### config.mk
export PLATFORM = sky130hd
export DESIGN_NAME = csa_accum_sequencer
export DESIGN_NICKNAME = d
export VERILOG_FILES = /design/src/rtl/csa_accum_sequencer.sv
export SDC_FILE = /design/constraint.sdc
export NUM_CORES = 1
export LEC_CHECK = 0
export BUFFER_PORTS_ARGS = -buffer_cell sky130_fd_sc_hd__buf_2
export CAP_MARGIN = 20
export CORE_MARGIN = 4
export CORE_UTILIZATION = 25
export DETAILED_ROUTE_END_ITERATION = 8
export GPL_TIMING_DRIVEN = 0
export PLACE_DENSITY = 0.45
export SLEW_MARGIN = 10
export SYNTH_ARGS = -nofsm -noshare
export SYNTH_HDL_FRONTEND = slang
export SYNTH_SLANG_ARGS = --single-unit
export TNS_END_PERCENT = 1
### constraint.sdc
create_clock -name clk -period 3.1 [get_ports clk]
set_input_delay 0.31 -clock clk [delete_from_list [all_inputs] [get_ports clk]]
set_output_delay 0.31 -clock clk [all_outputs]
set_load 0.005 [all_outputs]
### src/rtl/csa_accum_sequencer.sv
// Carry-save accumulation sequencer: folds one streamed operand per cycle through a
// single row of 3:2 compressors and presents the redundant and resolved result.
module csa_accum_sequencer #(
    parameter int unsigned WIDTH   = 16,
    parameter int unsigned MAX_OPS = 8
) (
    input  logic                               clk,
    input  logic                               rst,
    input  logic                               start,
    input  logic [$clog2(MAX_OPS+1)-1:0]       num_ops,
    input  logic                               op_valid,
    output logic                               op_ready,
    input  logic [WIDTH-1:0]                   op_data,
    output logic                               out_valid,
    input  logic                               out_ready,
    output logic [WIDTH-1:0]                   out_sum,
    output logic [WIDTH-1:0]                   out_carry,
    output logic [WIDTH-1:0]                   out_total,
    output logic                               busy
);

    localparam int unsigned CW = $clog2(MAX_OPS + 1);

    typedef enum logic [1:0] {
        S_IDLE  = 2'd0,
        S_ACCUM = 2'd1,
        S_DONE  = 2'd2
    } state_t;

    state_t            r_state;
    state_t            w_state_nxt;
    logic [CW-1:0]     r_remaining;
    logic [WIDTH-1:0]  r_sum;
    logic [WIDTH-1:0]  r_carry;
    logic [WIDTH-1:0]  r_total;
    logic              r_op_ready;
    logic              r_out_valid;
    logic              r_busy;
    logic              w_op_ready_nxt;
    logic              w_out_valid_nxt;
    logic              w_busy_nxt;
    logic              w_accept;
    logic              w_last;
    logic [CW-1:0]     w_num_clamped;
    logic [WIDTH-1:0]  w_s;
    logic [WIDTH-1:0]  w_c;
    logic [WIDTH-1:0]  w_carry_sh;
    logic [WIDTH-1:0]  w_total;

    // One compressor row; the carry out of the MSB is dropped by the shift.
    assign w_s        = r_sum ^ r_carry ^ op_data;
    assign w_c        = (r_sum & r_carry) | (r_sum & op_data) | (r_carry & op_data);
    assign w_carry_sh = {w_c[WIDTH-2:0], 1'b0};
    assign w_total    = w_s + w_carry_sh;

    assign w_accept      = (r_state == S_ACCUM) && op_valid;
    assign w_last        = (r_remaining == CW'(1));
    assign w_num_clamped = (num_ops > CW'(MAX_OPS)) ? CW'(MAX_OPS) : num_ops;

    // State and registered control outputs.
    always_ff @(posedge clk or posedge rst) begin
        if (rst) begin
            r_state     <= S_IDLE;
            r_op_ready  <= 1'b0;
            r_out_valid <= 1'b0;
            r_busy      <= 1'b0;
        end else begin
            r_state     <= w_state_nxt;
            r_op_ready  <= w_op_ready_nxt;
            r_out_valid <= w_out_valid_nxt;
            r_busy      <= w_busy_nxt;
        end
    end

    always_comb begin
        w_state_nxt = r_state;
        case (r_state)
            S_IDLE: begin
                if (start) begin
                    w_state_nxt = (w_num_clamped == '0) ? S_DONE : S_ACCUM;
                end
            end
            S_ACCUM: begin
                if (w_accept && w_last) begin
                    w_state_nxt = S_DONE;
                end
            end
            S_DONE: begin
                if (out_ready) begin
                    w_state_nxt = S_IDLE;
                end
            end
            default: w_state_nxt = S_IDLE;
        endcase
    end

    // Control outputs are decoded from the upcoming state so they leave a flop.
    always_comb begin
        w_op_ready_nxt  = 1'b0;
        w_out_valid_nxt = 1'b0;
        w_busy_nxt      = 1'b0;
        case (w_state_nxt)
            S_ACCUM: begin
                w_op_ready_nxt = 1'b1;
                w_busy_nxt     = 1'b1;
            end
            S_DONE: begin
                w_out_valid_nxt = 1'b1;
                w_busy_nxt      = 1'b1;
            end
            default: ;
        endcase
    end

    always_ff @(posedge clk or posedge rst) begin
        if (rst) begin
            r_remaining <= '0;
            r_sum       <= '0;
            r_carry     <= '0;
            r_total     <= '0;
        end else if ((r_state == S_IDLE) && start) begin
            r_remaining <= w_num_clamped;
            r_sum       <= '0;
            r_carry     <= '0;
            r_total     <= '0;
        end else if (w_accept) begin
            r_remaining <= r_remaining - CW'(1);
            r_sum       <= w_s;
            r_carry     <= w_carry_sh;
            if (w_last) begin
                r_total <= w_total;
            end
        end
    end

    assign op_ready  = r_op_ready;
    assign out_valid = r_out_valid;
    assign busy      = r_busy;
    assign out_sum   = r_sum;
    assign out_carry = r_carry;
    assign out_total = r_total;

endmodule
==> summary.md <==
| Metric | Value |
|---|---|
| Post-synthesis cell area | 0.003189 sq mm |
| Arr. time, crit path | 3.05 ns |
| Worst-Skew Late Latency | 0.29 ns |
| Final GP Congestion | 0.7252 |
| Pwr dens | 1163 mW/mm^2 |
| Hold crit path type | input pin to async pin |
| Compound-Gate Fraction of Synth Area | 15.93% |
| Sequential share of the synthesized area | 43.94% |
| Initial antenna violation count | 0 |
| CP Launch Type | flop |
| Die width | 120.9 microns |
| Max-cap viol count | 0 |
| R2R depth | 9 |
| Yosys cell types | 44 |
| DR pass1 iterations | 4 |
| CP Capture Type | flop |
| Synth Area in XOR/XNOR | 4.119% |
| Met2 Track Usage GR | 20.53% |
| Layout Nets | 452 |
| Final period util | 90.90% |
| DRC viols | 0 |
| Fillers | 1280 |
| Global-route wire length before repair | 14490 microns |
| Die height | 120.9 microns |
| Leakage | 1.897 nW |
| Die footprint | 0.01463 sq mm |
| Synth area leaders | dfrtp_1 (44%), fa_1 (9.4%), ha_1 (7.5%), nand2_1 (5.4%), a21oi_1 (4.6%) |
| # setup viols final | 0 |
| Headroom to the max-slew limit | 51.53% |
| H-tree levels | 2 |
| Fmax | 354.9 MHz |
| Hold slack | 0.1380 ns |
| Worst path required time | 3.33 ns |
| Grt ovf | 0 |
| Total GRT Usage | 12.56% |
| Number of diodes | 0 |
| Mux share of post-synthesis cell area | 0% |
| Post-synth top cells | dfrtp_1 (56), nand2_1 (46), a21oi_1 (29) |
| Clock Sinks | 56 |
| CTS tree | yes |
| Synth top area share | 43.94% |
| Post-synthesis adder-cell area fraction | 16.87% |
| Final Skew | 0.004509 ns |
| Post-CTS Hold Fix Bufs | 0 |
| Vias in the first global route | 2729 |
| RSZ-0062 raised after global routing | no |
| Largest family of logic cells by synthesized area | adder cells |
| I/O pin count | 76 |
| Outcome | completed |
| Share of cells above drive strength 1 | 23.86% |
| Endpoints failing hold | 0 |
| Core Footprint | 0.01226 sq mm |
| Final WL | 8700 microns |
| CP max FO | 3 |
| Syn. warnings | 0 |
| IO Port Bufs | 74 |
| Simple-gate area share of the yosys netlist | 15.81% |
| Clk slew on worst S/H paths | 0.07 ns |
| # rows | 40 |
| Initial Util | 26.01% |
| Vias per cell | 4.548 |
| Avg WL per Cell | 15.48 microns |
| Crit path time final | 2.818 ns |
| Post-Syn Nets | 371 |
| Max Root-Sink Buffers | 2 |
| Final core utilization | 31.96% |
| Avg Inst Size Synth | 10.22 sq um |
| Detail Placement HPWL | 6703 microns |
| R2R Path Start | out_sum[1] |
| Post-CTS Setup Inserts | 0 |
| Top_reg_cell synth | dfrtp_1 |
| Area of the multi-input gates | 0.001685 sq mm |
| FF+latch area | 0.001401 sq mm |
| Vias | 2556 |
| Maximum vdd ir drop | 0.0003445 V |
| TritonCTS buffer count | 5 |
| Setup CP Type | flop to flop |
| Fin cells | 562 |
| Antenna Nets Post-Route | 0 |
| Worst reg2reg endpoint | out_total[15] |
| Placed Cells | 554 |
| Tightest Pin Transition | 0.7271 ns |
| Most common cell in the netlist | dfrtp_1 |
| Largest net degree at the start of global routing | 57 |
| Number of flops mapped to enable cells by yosys | 0 |
| Number of synthesized register bits | 56 |
| TNS Setup | 0 ns |
| Synth-to-Final Area Change | 22.87% |
| Root Buffer | clkbuf_16 |
| Worst reg-to-reg setup slack | 0.28 ns |
| Routing usage on met1 | 16.97% |
| Syn Inst Count | 312 |
| FFs w/ async S/R, synth | 100.0% |
| Overall power | 4.559 mW |
| Global route hottest layer | met2 |
| Met3 Use GR | 2.471% |
| Dominant cell type by area after synthesis | dfrtp_1 |
| Cts repair resizes | 0 |
| Iteration-0 DRC count of the detailed router | 122 |
| Slew Limit Fails | 0 |
[critical path, cell delays in order, from the launching register on]
cell      delay, ns
dfrtp_1        0.42
fa_1           0.51
ha_1           0.24
fa_1           0.42
a21oi_1        0.25
o221ai_2       0.18
nand4_1        0.16
o21ai_1        0.09
or4_1          0.40
nand4_1        0.10
[how the worst max path moves through the flow]
stage                               end  cells after the start       start  slack [ns]
after floorplan           out_total[15]                      9  out_sum[1]        0.53
after global placement    out_total[15]                     10  op_data[1]        0.27
after detailed placement  out_total[15]                     10  op_data[1]        0.27
after CTS                 out_total[15]                      9  out_sum[1]        0.26
after global routing      out_total[15]                      9  out_sum[1]        0.10
final                     out_total[15]                      9  out_sum[1]        0.28
[flip-flops by register name, summed over array words and instances, names as in the netlist]
name and flops:
busy 1, out_carry 15, op_ready 1, out_valid 1, out_sum 16, r_remaining 4
r_state 2, out_total 16
[metal layers]
metal,up-vias,share of wire (%),wire length [microns]
li1,1262,-,-
met1,1236,47,4077
met2,51,48,4155
met3,7,4.1,358
met4,0,1.2,108
met5,-,0,0
[per-stage QoR]
step	setup WS, ns	area [sq um]
after floorplan	0.5288	3189
after global routing	0.1033	3919
after CTS	0.2622	3919
final	0.2820	3919
after detailed placement	0.2659	3772
after global placement	0.2737	3770
[report_power, final]
| group | internal, mW | switching, mW |
|---|---|---|
| sequential | 1.03 | 0.261 |
| clock | 0.324 | 0.262 |
| combinational | 1.16 | 1.52 |
| total | 2.52 | 2.04 |
[placed cells by master (no fill, tap or decap), types with 6 or more instances in the layout]
cell type / n
a22o_1: 14
xnor2_1: 12
nand2_1: 46
buf_2: 78
ha_1: 19
a21oi_1: 29
o21ai_1: 13
nand3_1: 24
clkbuf_1: 12
dfrtp_1: 56
nand4_1: 6
inv_1: 8
fa_1: 15
[cell type report]
| type | count | share of cell area, % |
|---|---|---|
| Tap cell | 168 | 5.364 |
| Clock buffer | 8 | 3.736 |
| Timing Repair Buffer | 74 | 9.451 |
| Multi-Input combinational cell | 231 | 43.01 |
| Buffer | 16 | 1.756 |
| Inverter | 9 | 0.9259 |
| Sequential cell | 56 | 35.76 |
[cell families after synthesis]
kind of cell,count (synthesis)
adder cells (fa/ha/maj),34
flip-flops,56
XOR/XNOR,15
buffers and inverters,25
other,1
AO/OA/AOI/OAI,78
AND/OR/NAND/NOR,103
Note: power is estimated with default switching activity, not from simulation.
